`config.mk`:
```
export PLATFORM = sky130hd
export DESIGN_NAME = ysyx_25030081_lsu
export DESIGN_NICKNAME = d
export VERILOG_FILES = /design/src/rtl/ysyx_25030081_lsu.sv
export SDC_FILE = /design/constraint.sdc
export NUM_CORES = 1
export LEC_CHECK = 0
export ABC_AREA = 1
export CORE_MARGIN = 10
export CORE_UTILIZATION = 40
export DETAILED_ROUTE_END_ITERATION = 12
export PLACE_DENSITY = 0.73
export SKIP_LAST_GASP = 1
export SYNTH_ARGS = -nofsm -noshare
export SYNTH_HDL_FRONTEND = slang
export SYNTH_SLANG_ARGS = --single-unit
export TNS_END_PERCENT = 100
```
`constraint.sdc`:
```
create_clock -name clk -period 1.4 [get_ports clk]
set_input_delay 0.28 -clock clk [delete_from_list [all_inputs] [get_ports clk]]
set_output_delay 0.28 -clock clk [all_outputs]
set_load 0.005 [all_outputs]
```
`src/rtl/ysyx_25030081_lsu.sv`:
```
// ysyx_25030081_lsu: load/store unit for the single-issue NPC core.
// It takes one memory request at a time from the core, issues it on a simple
// valid/ready data-memory bus and returns extended load data (or an error) as
// a one-cycle response pulse.
//
// Optional feature macro: LSU_MISALIGN_TRAP_EN
//   defined   -> misaligned H/HU/W accesses take the error path
//   undefined -> no alignment check; only illegal funct3 values are errors
//
// Ports:
//   clk, rst_n                 clock, asynchronous active-low reset
//   req_valid/req_ready        core request handshake
//   req_wr, req_op             store flag and RV32I funct3
//   req_addr, req_wdata        byte address and LSB-aligned store data
//   resp_valid                 one-cycle completion pulse
//   resp_rdata, resp_err       extended load data / error flag (held until next response)
//   mem_req_valid/mem_req_ready bus request handshake
//   mem_addr, mem_wen          word-aligned address, write enable
//   mem_wstrb, mem_wdata       byte strobes, lane-replicated store data
//   mem_resp_valid, mem_rdata  bus completion and read word
module ysyx_25030081_lsu (
  input  logic        clk,
  input  logic        rst_n,
  input  logic        req_valid,
  output logic        req_ready,
  input  logic        req_wr,
  input  logic [2:0]  req_op,
  input  logic [31:0] req_addr,
  input  logic [31:0] req_wdata,
  output logic        resp_valid,
  output logic [31:0] resp_rdata,
  output logic        resp_err,
  output logic        mem_req_valid,
  input  logic        mem_req_ready,
  output logic [31:0] mem_addr,
  output logic        mem_wen,
  output logic [3:0]  mem_wstrb,
  output logic [31:0] mem_wdata,
  input  logic        mem_resp_valid,
  input  logic [31:0] mem_rdata
);

  localparam int unsigned AW = 32;
  localparam int unsigned DW = 32;
  localparam int unsigned SW = 4;

  localparam logic [2:0] OP_B  = 3'b000;
  localparam logic [2:0] OP_H  = 3'b001;
  localparam logic [2:0] OP_W  = 3'b010;
  localparam logic [2:0] OP_BU = 3'b100;
  localparam logic [2:0] OP_HU = 3'b101;

  typedef enum logic [1:0] {
    S_IDLE,
    S_REQ,
    S_WAIT,
    S_RESP
  } state_e;

  state_e state_q, state_d;

  logic          req_ready_q,     req_ready_d;
  logic          resp_valid_q,    resp_valid_d;
  logic [DW-1:0] resp_rdata_q,    resp_rdata_d;
  logic          resp_err_q,      resp_err_d;
  logic          mem_req_valid_q, mem_req_valid_d;
  logic [AW-1:0] mem_addr_q,      mem_addr_d;
  logic          mem_wen_q,       mem_wen_d;
  logic [SW-1:0] mem_wstrb_q,     mem_wstrb_d;
  logic [DW-1:0] mem_wdata_q,     mem_wdata_d;
  logic [2:0]    op_q,            op_d;
  logic [1:0]    off_q,           off_d;

  logic          illegal_c;
  logic          misalign_c;
  logic [SW-1:0] strb_c;
  logic [DW-1:0] lane_c;
  logic [7:0]    byte_c;
  logic [15:0]   half_c;
  logic [DW-1:0] load_c;

  // Request decode: legality, alignment, strobes and replicated store lanes.
  always_comb begin
    illegal_c  = 1'b0;
    misalign_c = 1'b0;
    strb_c     = '0;
    lane_c     = '0;
    case (req_op)
      OP_B: begin
        strb_c = SW'(4'b0001 << req_addr[1:0]);
        lane_c = {4{req_wdata[7:0]}};
      end
      OP_H: begin
        strb_c = SW'(4'b0011 << {req_addr[1], 1'b0});
        lane_c = {2{req_wdata[15:0]}};
      end
      OP_W: begin
        strb_c = 4'b1111;
        lane_c = req_wdata;
      end
      OP_BU, OP_HU: illegal_c = req_wr;
      default:      illegal_c = 1'b1;
    endcase
`ifdef LSU_MISALIGN_TRAP_EN
    case (req_op)
      OP_H, OP_HU: misalign_c = req_addr[0];
      OP_W:        misalign_c = |req_addr[1:0];
      default:     misalign_c = 1'b0;
    endcase
`endif
    // Loads never drive strobes or write data onto the bus.
    if (!req_wr) begin
      strb_c = '0;
      lane_c = '0;
    end
  end

  // Load extraction from the returned word using the latched op and offset.
  always_comb begin
    case (off_q)
      2'd0:    byte_c = mem_rdata[7:0];
      2'd1:    byte_c = mem_rdata[15:8];
      2'd2:    byte_c = mem_rdata[23:16];
      default: byte_c = mem_rdata[31:24];
    endcase
    half_c = off_q[1] ? mem_rdata[31:16] : mem_rdata[15:0];
    case (op_q)
      OP_B:    load_c = {{24{byte_c[7]}}, byte_c};
      OP_BU:   load_c = {24'h0, byte_c};
      OP_H:    load_c = {{16{half_c[15]}}, half_c};
      OP_HU:   load_c = {16'h0, half_c};
      OP_W:    load_c = mem_rdata;
      default: load_c = '0;
    endcase
  end

  // Next-state and next-output logic.
  always_comb begin
    state_d       = state_q;
    resp_rdata_d  = resp_rdata_q;
    resp_err_d    = resp_err_q;
    mem_addr_d    = mem_addr_q;
    mem_wen_d     = mem_wen_q;
    mem_wstrb_d   = mem_wstrb_q;
    mem_wdata_d   = mem_wdata_q;
    op_d          = op_q;
    off_d         = off_q;

    case (state_q)
      S_IDLE: begin
        if (req_valid) begin
          op_d        = req_op;
          off_d       = req_addr[1:0];
          mem_addr_d  = {req_addr[AW-1:2], 2'b00};
          mem_wstrb_d = strb_c;
          mem_wdata_d = lane_c;
          // Rejected requests never reach the bus, so keep the write enable low.
          mem_wen_d   = req_wr & ~(illegal_c | misalign_c);
          if (illegal_c || misalign_c) begin
            resp_err_d   = 1'b1;
            resp_rdata_d = '0;
            state_d      = S_RESP;
          end else begin
            state_d = S_REQ;
          end
        end
      end
      S_REQ: begin
        if (mem_req_ready) state_d = S_WAIT;
      end
      S_WAIT: begin
        if (mem_resp_valid) begin
          resp_err_d   = 1'b0;
          resp_rdata_d = mem_wen_q ? '0 : load_c;
          state_d      = S_RESP;
        end
      end
      S_RESP: state_d = S_IDLE;
      default: state_d = S_IDLE;
    endcase

    // Handshake outputs are registered copies of the next state.
    req_ready_d     = (state_d == S_IDLE);
    mem_req_valid_d = (state_d == S_REQ);
    resp_valid_d    = (state_d == S_RESP);
  end

  // State and output registers.
  always_ff @(posedge clk or negedge rst_n) begin
    if (!rst_n) begin
      state_q         <= S_IDLE;
      req_ready_q     <= 1'b1;
      resp_valid_q    <= 1'b0;
      resp_rdata_q    <= '0;
      resp_err_q      <= 1'b0;
      mem_req_valid_q <= 1'b0;
      mem_addr_q      <= '0;
      mem_wen_q       <= 1'b0;
      mem_wstrb_q     <= '0;
      mem_wdata_q     <= '0;
      op_q            <= '0;
      off_q           <= '0;
    end else begin
      state_q         <= state_d;
      req_ready_q     <= req_ready_d;
      resp_valid_q    <= resp_valid_d;
      resp_rdata_q    <= resp_rdata_d;
      resp_err_q      <= resp_err_d;
      mem_req_valid_q <= mem_req_valid_d;
      mem_addr_q      <= mem_addr_d;
      mem_wen_q       <= mem_wen_d;
      mem_wstrb_q     <= mem_wstrb_d;
      mem_wdata_q     <= mem_wdata_d;
      op_q            <= op_d;
      off_q           <= off_d;
    end
  end

  assign req_ready     = req_ready_q;
  assign resp_valid    = resp_valid_q;
  assign resp_rdata    = resp_rdata_q;
  assign resp_err      = resp_err_q;
  assign mem_req_valid = mem_req_valid_q;
  assign mem_addr      = mem_addr_q;
  assign mem_wen       = mem_wen_q;
  assign mem_wstrb     = mem_wstrb_q;
  assign mem_wdata     = mem_wdata_q;

endmodule

```
==> results of run 1 <==
==> per-layer routing <==
layer | up-vias | wire (µm) | part of all wire | track usage
met5 | - | 0 | 0 | 0
met4 | 0 | 347 | 0.017 | 0.0621
met3 | 26 | 1930 | 0.095 | 0.0647
met2 | 240 | 9740 | 0.48 | 0.336
met1 | 2802 | 8380 | 0.41 | 0.244
li1 | 2981 | - | - | -
==> per-stage QoR <==
| step | worst slack, ps | cells | hold slack, ps | util |
|---|---|---|---|---|
| after global placement | -431 | 1220 | 237 | 0.605 |
| after CTS | -38.3 | 1249 | 395 | 0.628 |
| after global routing | -18.8 | 1256 | 433 | 0.644 |
| after detailed placement | -456 | 1220 | 240 | 0.605 |
| final | 56.6 | 1256 | 392 | 0.644 |
| after floorplan | 97.8 | 808 | -15.6 | - |
==> synthesized netlist by cell type, drive strengths merged <==
cell / count / share of area
o21a: 1 / 0.0013
o31ai: 5 / 0.0066
a21oi: 14 / 0.012
nand3b: 1 / 0.0013
buf: 29 / 0.036
conb: 1 / 0.00066
o211ai: 1 / 0.0013
nor2: 56 / 0.044
inv: 67 / 0.044
nand3: 40 / 0.035
o21ai: 43 / 0.038
dfstp: 1 / 0.0046
or2: 1 / 0.0011
nor3: 1 / 0.00088
nand2: 429 / 0.29
clkbuf: 8 / 0.0053
dfrtp: 109 / 0.48
==> final cells by class <==
type                    instances  area, µm²  area share
well taps                     180        225      0.0252
flip-flops and latches        110       2760       0.308
repair buffers                289       2830       0.317
clock inverters                 7       76.3     0.00854
multi-input cells             594       2560       0.287
inverters                      67        255      0.0286
clock buffers                   9        225      0.0252
==> registers in the layout, indices dropped and copies added (netlist names), 2 cells and up <==
name        count
mem_wstrb       4
op_q            3
mem_wdata      32
mem_addr       30
resp_rdata     32
state_q         2
off_q           2
==> worst paths after layout <==
check,end,cells past startpoint
hold / removal,resp_rdata[26],2
max in group asynchronous,mem_addr[2],3
setup reg to reg,resp_rdata[9],8
hold reg to reg,resp_rdata[12],2
min in group clk,mem_addr[16],3
setup / recovery,mem_addr[30],1
==> logic make-up after synthesis <==
kind of cell | after synthesis | synth area share
simple gates | 528 | 0.369
flops | 110 | 0.486
buf+inv | 104 | 0.0854
compound gates | 64 | 0.0596
other cells | 1 | 0.000661
==> power by group through the flow <==
stage               Clock [W]  Combinational, W  Sequential, W
detailed placement          0           0.00788        0.00509
floorplan                   0           0.00349        0.00508
global route          0.00273           0.00879        0.00522
CTS                   0.00264           0.00746        0.00502
global placement            0           0.00777        0.00510
finish                0.00258           0.00791        0.00505
==> layout by cell type (no fill, tap or decap), types with 2 or more instances in the layout <==
cell type / Yosys / layout
dfrtp_2: 0 / 2
nor2_1: 50 / 46
inv_8: 0 / 2
buf_6: 6 / 4
buf_4: 8 / 58
o21ai_1: 10 / 15
dfrtp_1: 109 / 107
nand2_4: 1 / 3
nor2_2: 3 / 2
nand2_1: 426 / 414
a21oi_2: 0 / 5
o31ai_1: 5 / 5
nor2_4: 2 / 7
clkinv_8: 0 / 2
conb_1: 1 / 2
dlygate4sd2_1: 0 / 103
inv_1: 62 / 57
clkinvlp_4: 0 / 2
buf_12: 0 / 17
nand2_2: 2 / 11
clkdlybuf4s50_1: 0 / 102
nand3_1: 40 / 38
a21oi_1: 14 / 9
o21ai_0: 33 / 27
inv_2: 5 / 9
clkbuf_16: 0 / 12
==> repair_timing <==
item,4_1_cts,5_1_grt
setup endpoints to repair,175,80
gates cloned,0,3
setup buffers,12,4
resized for setup,118,44
hold endpoints to repair,20,0
hold buffers,1,0
pin swaps,0,4
==> key figures, run 1 <==
Floorplanning
  • Core area: 0.0139 mm²
  • Die Span X: 139 µm
  • Die area: 0.0193 mm²
  • I/O Pins: 210
  • DIE HEIGHT: 139 µm
  • Cell Rows: 43
  • Initial Util: 0.409

Critical path
  • Worst endpoint data arrival time: 1060 ps
  • Critical Path Start: mem_addr[30]
  • Startpoint types: flop
  • Worst Setup Path Type: reg -> out
  • CP Data Required Time: 1120 ps
  • CP Capture Type: output port
  • Crit Path Max Fanout: 2
  • Max stage delay cell, worst path: dfrtp_1
  • Reg2Reg Launch Point: state_q[0]
  • Setup slack, reg-to-reg: 60 ps
  • Crit-path cells: dlygate4sd2_1
  • Buffer and inverter count on the worst path: 1
  • Critical path's top delay family: flip-flops
  • Max incr delay on CP: 420 ps

Worst hold path
  • Hold Path Class: in -> async

Routing
  • First drt pass iteration count: 5
  • Starting DRT DRC Count: 453
  • Drt total wl: 20.4 mm
  • Final ANT Viol Nets: 0
  • Wirelength per Cell: 16.2 µm
  • Via/cell ratio: 4.82
  • Via Count: 6049
  • DRC viols: 0

Placement
  • Port bufs: 207
  • Placed inst area: 0.00839 mm²
  • Final GP Congestion: 0.948
  • DP HPWL: 15.3 mm

Cells and area
  • Ratio of cells with drive above 1 in the final layout: 0.136
  • Design Area, Final: 0.00894 mm²
  • Final #Nets: 1176
  • Antenna diodes: 0
  • Fillers: 1265
  • Area grow syn2layout: 57.6%

Pwr
  • Worst vdd ir: 0.899 mV
  • Seq pwr share: 0.325
  • Clock Power Share: 0.166
  • Switching Share: 0.395
  • Leakage power: 5.13 nW
  • Comb power frac: 0.509
  • Final Power: 0.0155 W
  • Cell Pwr Density: 1740 mW/mm²
  • P_sw: 0.00613 W
  • Pint: 0.00940 W

Global routing
  • First-pass GRT wire length: 31.8 mm
  • Total gr overflow: 0
  • Initial antenna violation count: 0
  • GRT Util Overall: 0.202
  • Largest net degree at the start of global routing: 42
  • Vias in the first global route: 6086

Synth
  • Mean Syn Cell Area: 7.03 µm²
  • Synth cell types: 26
  • Seq/Total Area, Yosys: 0.486
  • Yosys warns: 0
  • Mapped Cells: 807
  • Synthesized area: 0.00567 mm²
  • Synth Register Bits: 110

Timing
  • Final min period: 1340 ps
  • Final worst clock skew: 8.43 ps
  • Setup TNS: 0 ps
  • Max Freq: 0.744 GHz
  • Setup violators final: 0
  • Unrepaired setup endpoints after global routing: true
  • Final hold vios: 0
  • Fin. max-slew vios: 0
  • Tcrit/Tclk final: 0.960

Clocking
  • CTS max path bufs: 2
  • # H-tree levels: 3
  • Worst-path clk slew: 80 ps
  • CTS root buf: clkbuf_16
  • Cts bufs inserted: 9
  • Clock Latency Late Sink: 360 ps
  • Clk sinks: 110
  • CTS tree: built

Job
  • Max Cap Viol: 0

Status
  • Status: finished, final reports clean
No activity file was read; power rests on OpenSTA's default activity.
==> run 2, diff against run 1 <==
--- a/config.mk
+++ b/config.mk
@@ -10,6 +10,7 @@
 export CORE_UTILIZATION = 40
 export DETAILED_ROUTE_END_ITERATION = 12
 export PLACE_DENSITY = 0.73
+export SKIP_CTS_REPAIR_TIMING = 1
 export SKIP_LAST_GASP = 1
 export SYNTH_ARGS = -nofsm -noshare
 export SYNTH_HDL_FRONTEND = slang
==> key figures, run 2 (synthesized netlist as in run 1, its figures left out) <==
Status
  • Status: complete, but fails checks (was finished, final reports clean)
  • Failing checks: negative setup slack

Cells and area
  • Commonest non-fill, non-tap cells in the layout: nand2_1 (381), dfrtp_1 (107), dlymetal6s2s_1 (105) (was nand2_1 (414), dfrtp_1 (107), dlygate4sd2_1 (103))
  • Design Area, Final: 0.00975 mm² (was 0.00894 mm²)
  • Ratio of cells with drive above 1 in the final layout: 0.181 (was 0.136)
  • Commonest non-fill, non-tap cell in the layout: nand2_1 (unchanged)
  • Fillers: 1060 (was 1265)
  • Area grow syn2layout: 71.9% (was 57.6%)
  • Antenna diodes: 0 (unchanged)
  • Final #Nets: 1191 (was 1176)

Floorplanning
  • I/O Pins: 210 (unchanged)
  • DIE HEIGHT: 139 µm (unchanged)
  • Cell Rows: 43 (unchanged)
  • Initial Util: 0.409 (unchanged)
  • Die area: 0.0193 mm² (unchanged)
  • Core area: 0.0139 mm² (unchanged)
  • Die Span X: 139 µm (unchanged)

Global routing
  • Largest net degree at the start of global routing: 42 (unchanged)
  • Total gr overflow: 0 (unchanged)
  • First-pass GRT wire length: 31.8 mm (about the same)
  • GRT Util Overall: 0.202 (about the same)
  • Initial antenna violation count: 0 (unchanged)
  • Vias in the first global route: 6025 (was 6086)

Timing
  • Setup violators final: 31 (was 0)
  • Unrepaired setup endpoints after global routing: true (unchanged)
  • Final worst clock skew: 10.0 ps (was 8.43 ps)
  • Fin. max-slew vios: 0 (unchanged)
  • Max Freq: 0.685 GHz (was 0.744 GHz)
  • Tcrit/Tclk final: 1.04 (was 0.960)
  • Final min period: 1460 ps (was 1340 ps)
  • Final hold vios: 0 (unchanged)
  • Setup TNS: -938 ps (was 0 ps)
  • Final setup margin: -59.8 ps (was 56.6 ps)
  • Worst hold margin: 399 ps (was 392 ps)

Critical path
  • Max incr delay on CP: 430 ps (was 420 ps)
  • Startpoint types: flop (unchanged)
  • Reg2Reg Launch Point: state_q[0] (unchanged)
  • Max stage delay cell, worst path: dfrtp_1 (unchanged)
  • R2R depth: 8 (unchanged)
  • Crit-path cells: nor2_2 > nand2_2 > nand2_4 > nand2_8 > nor2_8 > clkbuf_16 > nand2_2 > nand2_1 (was dlygate4sd2_1)
  • RR Endpoint: resp_rdata[7] (was resp_rdata[9])
  • Critical Path Start: state_q[0] (was mem_addr[30])
  • Crit Path Max Fanout: 6 (was 2)
  • Setup slack, reg-to-reg: -60 ps (was 60 ps)
  • CP Capture Type: flop (was output port)
  • Critical Path Sink: resp_rdata[7] (was mem_addr[30])
  • Critical path's top delay family: simple AND/OR/NAND/NOR gates (was flip-flops)
  • Buffer and inverter count on the worst path: 1 (unchanged)
  • CP dominant cell by count: nand2_2
  • CP Data Required Time: 1700 ps (was 1120 ps)
  • Worst endpoint data arrival time: 1760 ps (was 1060 ps)
  • Stages on worst setup path: 8 (was 1)
  • Worst Setup Path Type: reg -> reg (was reg -> out)

Routing
  • First drt pass iteration count: 5 (unchanged)
  • Via/cell ratio: 4.92 (was 4.82)
  • Starting DRT DRC Count: 428 (was 453)
  • Drt total wl: 22.0 mm (was 20.4 mm)
  • Wirelength per Cell: 17.3 µm (was 16.2 µm)
  • Final ANT Viol Nets: 0 (unchanged)
  • DRC viols: 0 (unchanged)
  • Via Count: 6253 (was 6049)

Clocking
  • Cts bufs inserted: 9 (unchanged)
  • Clock Latency Late Sink: 360 ps (about the same)
  • CTS tree: built (unchanged)
  • # H-tree levels: 3 (unchanged)
  • CTS max path bufs: 2 (unchanged)
  • Clk sinks: 110 (unchanged)
  • CTS root buf: clkbuf_16 (unchanged)
  • Worst-path clk slew: 80 ps (about the same)

Placement
  • Port bufs: 207 (unchanged)
  • Final GP Congestion: 0.948 (unchanged)
  • Placed inst area: 0.00839 mm² (unchanged)
  • DP HPWL: 15.3 mm (unchanged)

Pwr
  • Leakage power: 6.64 nW (was 5.13 nW)
  • Worst vdd ir: 0.922 mV (was 0.899 mV)
  • Cell Pwr Density: 1730 mW/mm² (was 1740 mW/mm²)

Job
  • Max Cap Viol: 0 (unchanged)

Worst hold path
  • Hold Path Class: in -> async (unchanged)
run 2: report_power, final:
group / internal [W] / switching, W / leakage [nW]
combinational: 0.00459 / 0.00461 / 5.04
sequential: 0.00434 / 0.000736 / 1.45
clock: 0.00127 / 0.00131 / 0.145
run 2: metrics by stage:
| step | instances | util | setup WS (ps) | total power [W] |
|---|---|---|---|---|
| 2_1_floorplan | 808 | - | 97.8 | 0.00858 |
| 3_3_place_gp | 1220 | 0.605 | -431 | 0.0129 |
| 3_5_place_dp | 1220 | 0.605 | -456 | 0.0130 |
| 4_1_cts | 1236 | 0.626 | -308 | 0.0156 |
| 5_1_grt | 1271 | 0.702 | -96.0 | 0.0180 |
| 6_report | 1271 | 0.702 | -59.8 | 0.0169 |
run 2: worst min-delay path by stage:
| stage | start | to | slack [ps] | cells past startpoint |
|---|---|---|---|---|
| after floorplan | rst_n | mem_addr[10] | -20 | 0 |
| after global placement | rst_n | resp_rdata[2] | 240 | 1 |
| after detailed placement | rst_n | resp_rdata[26] | 240 | 1 |
| after CTS | rst_n | resp_rdata[12] | -150 | 1 |
| after global routing | rst_n | resp_rdata[20] | 430 | 2 |
| final | rst_n | resp_rdata[12] | 400 | 2 |
run 2: cell type report:
class | count | area [µm²] | area share
sequential | 110 | 2760 | 0.283
inverter | 67 | 258 | 0.0264
clock buffer | 9 | 225 | 0.0231
tap | 180 | 225 | 0.0231
clock inverter | 7 | 76.3 | 0.00783
timing repair buffer | 304 | 3460 | 0.355
multi-input combinational | 594 | 2750 | 0.282
run 2: metal layers:
layer | GRT usage | vias up | share of wire
met2 | 0.331 | 287 | 0.48
li1 | - | 3014 | -
met5 | 0 | - | 0
met4 | 0.0632 | 0 | 0.022
met3 | 0.0688 | 38 | 0.11
met1 | 0.245 | 2914 | 0.39
run 2: worst reg2reg max path, stage by stage, from the launching register on:
cell and delay, ps:
dfrtp_1 430, nor2_2 160, nand2_2 90, nand2_4 100
nand2_8 80, nor2_8 230, clkbuf_16 220, nand2_2 50
nand2_1 60
==> run 3, diff against run 2 <==
--- a/config.mk
+++ b/config.mk
@@ -5,12 +5,10 @@
 export SDC_FILE = /design/constraint.sdc
 export NUM_CORES = 1
 export LEC_CHECK = 0
-export ABC_AREA = 1
 export CORE_MARGIN = 10
 export CORE_UTILIZATION = 40
 export DETAILED_ROUTE_END_ITERATION = 12
-export PLACE_DENSITY = 0.73
-export SKIP_CTS_REPAIR_TIMING = 1
+export PLACE_DENSITY = 0.75
 export SKIP_LAST_GASP = 1
 export SYNTH_ARGS = -nofsm -noshare
 export SYNTH_HDL_FRONTEND = slang
==> key figures, run 3 <==
Status
  • Status: complete, but fails checks (unchanged)
  • Failing checks: negative setup slack (unchanged)

Worst hold path
  • Hold worst-path end: op_q[2]
  • Hold Path Cell Cnt: 4
  • Hold Path Class: in -> reg (was in -> async)
  • Hold Startpoint: req_op[2]

Floorplanning
  • DIE HEIGHT: 133 µm (was 139 µm)
  • Core area: 0.0126 mm² (was 0.0139 mm²)
  • Initial Util: 0.408 (was 0.409)
  • Cell Rows: 41 (was 43)
  • Die Span X: 133 µm (was 139 µm)
  • I/O Pins: 210 (unchanged)
  • Die area: 0.0177 mm² (was 0.0193 mm²)

Placement
  • DP HPWL: 14.0 mm (was 15.3 mm)
  • Placed Cells incl. Taps: 934 (was 1220)
  • Place WS: -666 ps (was -456 ps)
  • Final GP Congestion: 0.864 (was 0.948)
  • Port bufs: 207 (unchanged)

Critical path
  • Critical Path Start: state_q[0] (unchanged)
  • Reg2Reg Launch Point: state_q[0] (unchanged)
  • Setup slack, reg-to-reg: -320 ps (was -60 ps)
  • Worst Setup Path Type: reg -> reg (unchanged)
  • R2R depth: 6 (was 8)
  • RR Endpoint: resp_rdata[29] (was resp_rdata[7])
  • Worst endpoint data arrival time: 1970 ps (was 1760 ps)
  • Max stage delay cell, worst path: or3b_4 (was dfrtp_1)
  • Startpoint types: flop (unchanged)
  • CP Data Required Time: 1650 ps (was 1700 ps)
  • Crit Path Max Fanout: 5 (was 6)
  • CP Capture Type: flop (unchanged)
  • Crit-path cells: or3b_4 > o21a_4 > inv_6 > clkbuf_16 > nor2_1 > a31oi_1 (was nor2_2 > nand2_2 > nand2_4 > nand2_8 > nor2_8 > clkbuf_16 > nand2_2 > nand2_1)
  • Max incr delay on CP: 460 ps (was 430 ps)

Global routing
  • GRT Util Overall: 0.201 (was 0.202)
  • Vias in the first global route: 5504 (was 6025)
  • Total gr overflow: 0 (unchanged)
  • Initial antenna violation count: 0 (unchanged)
  • Largest net degree at the start of global routing: 61 (was 42)
  • First-pass GRT wire length: 28.9 mm (was 31.8 mm)

Pwr
  • Switching Share: 0.353 (was 0.395)
  • Worst vdd ir: 0.849 mV (was 0.922 mV)
  • Seq pwr share: 0.359 (was 0.301)
  • Final Power: 0.0149 W (was 0.0169 W)
  • Comb power frac: 0.466 (was 0.546)
  • Cell Pwr Density: 1790 mW/mm² (was 1730 mW/mm²)
  • Leakage power: 4.07 nW (was 6.64 nW)
  • P_sw: 0.00527 W (was 0.00666 W)
  • Pint: 0.00965 W (was 0.0102 W)
  • Clock Power Share: 0.175 (was 0.153)

Synth
  • Async SR Flop Fraction: 1.00 (unchanged)
  • Number of flops mapped to enable cells by yosys: 0 (unchanged)
  • Top cells by area, synth: dfrtp_1 (53%), nand2_1 (11%), a22o_1 (5.6%) (was dfrtp_1 (48%), nand2_1 (28%), inv_1 (4.1%))
  • Synth Register Bits: 110 (unchanged)
  • Ys flop type: dfrtp_1 (unchanged)
  • Mapped Cells: 528 (was 807)
  • Yosys top cell area share: 0.532 (was 0.481)
  • Seq/Total Area, Yosys: 0.537 (was 0.486)
  • Synth cell types: 46 (was 26)
  • Mean Syn Cell Area: 9.70 µm² (was 7.03 µm²)
  • Commonest cells in the netlist: nand2_1 (152), dfrtp_1 (109), a22o_1 (33) (was nand2_1 (426), dfrtp_1 (109), inv_1 (62))
  • Area leader, netlist: dfrtp_1 (unchanged)
  • Top-count cell post-synth: nand2_1 (unchanged)
  • Synthesized area: 0.00512 mm² (was 0.00567 mm²)
  • Yosys warns: 0 (unchanged)

Cells and area
  • Final #Nets: 896 (was 1191)
  • Area grow syn2layout: 62.9% (was 71.9%)
  • Commonest non-fill, non-tap cell in the layout: nand2_1 (unchanged)
  • Ratio of cells with drive above 1 in the final layout: 0.168 (was 0.181)
  • Fillers: 1053 (was 1060)
  • Storage cell area: 0.00276 mm² (unchanged)
  • Area taken by multi-input logic gates: 0.00228 mm² (was 0.00275 mm²)
  • Final Non-Filler Cells: 968 (was 1271)
  • Commonest non-fill, non-tap cells in the layout: nand2_1 (151), dfrtp_1 (107), clkdlybuf4s50_1 (101), dlygate4sd2_1 (101), buf_4 (64) (was nand2_1 (381), dfrtp_1 (107), dlymetal6s2s_1 (105))
  • Antenna diodes: 0 (unchanged)

Routing
  • Starting DRT DRC Count: 415 (was 428)
  • Via Count: 5127 (was 6253)
  • Wirelength per Cell: 19.3 µm (was 17.3 µm)
  • Final ANT Viol Nets: 0 (unchanged)
  • Via/cell ratio: 5.30 (was 4.92)
  • Drt total wl: 18.6 mm (was 22.0 mm)
  • First drt pass iteration count: 5 (unchanged)
  • DRC viols: 0 (unchanged)

Timing
  • Max Freq: 0.581 GHz (was 0.685 GHz)
  • Setup violators final: 103 (was 31)
  • Unrepaired setup endpoints after global routing: true (unchanged)
  • Tcrit/Tclk final: 1.23 (was 1.04)
  • Final setup margin: -320 ps (was -59.8 ps)
  • Final hold vios: 0 (unchanged)
  • Final worst clock skew: 13.5 ps (was 10.0 ps)
  • Fin. max-slew vios: 0 (unchanged)
  • Final min period: 1720 ps (was 1460 ps)

Clocking
  • CTS max path bufs: 2 (unchanged)
  • CTS root buf: clkbuf_16 (unchanged)
  • Cts bufs inserted: 9 (unchanged)
  • Clk sinks: 110 (unchanged)
  • Clock Latency Late Sink: 350 ps (was 360 ps)
  • # H-tree levels: 3 (unchanged)
  • CTS tree: built (unchanged)
  • Worst-path clk slew: 80 ps (about the same)

Job
  • Max Cap Viol: 0 (unchanged)
-- run 3: cell types whose count changed after synthesis, sizes merged, moves of 10 or more --
cell and delta:
a221o +12, nand2 -277, a21oi +15, o21ai -15
nor2 -32, a31oi +16, nand3 -39, nor2b +10
inv -62, a22o +33
-- run 3: per-layer routing --
layer  track usage  vias up  routed length (µm)
met5             0        -                   0
met4        0.0562        0                 391
met3        0.0673       28                1620
met2         0.341      250                8940
met1         0.238     2479                7680
li1              -     2370                   -
-- run 3: through the flow --
| stage | utilization | hold WS (ps) | instance area [µm²] | setup TNS [ps] |
|---|---|---|---|---|
| 2_1_floorplan | - | -15.6 | 5190 | -25090 |
| 3_3_place_gp | 0.623 | 297 | 7840 | -58470 |
| 3_5_place_dp | 0.623 | 305 | 7840 | -61320 |
| 4_1_cts | 0.651 | 443 | 8190 | -18970 |
| 5_1_grt | 0.664 | 435 | 8340 | -23970 |
| 6_report | 0.664 | 427 | 8340 | -19370 |
-- run 3: worst max-delay path by stage --
stage / to / slack [ps] / cells after the start
after floorplan: resp_rdata[6] / -340 / 6
after global placement: resp_rdata[3] / -640 / 5
after detailed placement: resp_rdata[1] / -670 / 5
after CTS: resp_rdata[1] / -280 / 4
after global routing: resp_rdata[29] / -380 / 6
final: resp_rdata[29] / -320 / 6
-- run 3: final cells by class --
cell class / count / area share
repair buffers: 289 / 0.331
flip-flops and latches: 110 / 0.330
multi-input cells: 376 / 0.274
clock buffers: 10 / 0.0274
well taps: 172 / 0.0258
clock inverters: 6 / 0.00900
inverters: 5 / 0.00285
-- run 3: timing repair --
item,in CTS,in global routing
buffers inserted,11,1
hold endpoints to repair,109,0
endpoints found under the setup margin,206,109
pin swaps,3,19
hold buffers,1,0
resized for setup,126,17
gates cloned,1,4
-- run 3: critical path: cells and delay by family (launching register included) --
| kind | cells | cell delay, ps |
|---|---|---|
| buffers and inverters | 2 | 260 |
| AO/OA/AOI/OAI | 2 | 470 |
| AND/OR/NAND/NOR | 2 | 500 |
| flip-flops | 1 | 390 |
-- run 3: power groups by stage --
stage	clock [W]	combinational (W)	sequential, W
4_1_cts	0.00266	0.00666	0.00534
6_report	0.00262	0.00696	0.00535
3_3_place_gp	0	0.00696	0.00536
5_1_grt	0.00278	0.00762	0.00553
3_5_place_dp	0	0.00716	0.00541
2_1_floorplan	0	0.00303	0.00532
-- run 3: cells by family (layout without fill, tap and decap cells) --
group / count (synthesis) / in the layout / synth area share
AO/OA/AOI/OAI: 141 / 141 / 0.195
buffers and inverters: 43 / 310 / 0.0430
flip-flops: 110 / 110 / 0.537
multiplexers: 18 / 18 / 0.0396
other: 1 / 2 / 0.000732
AND/OR/NAND/NOR: 215 / 215 / 0.184
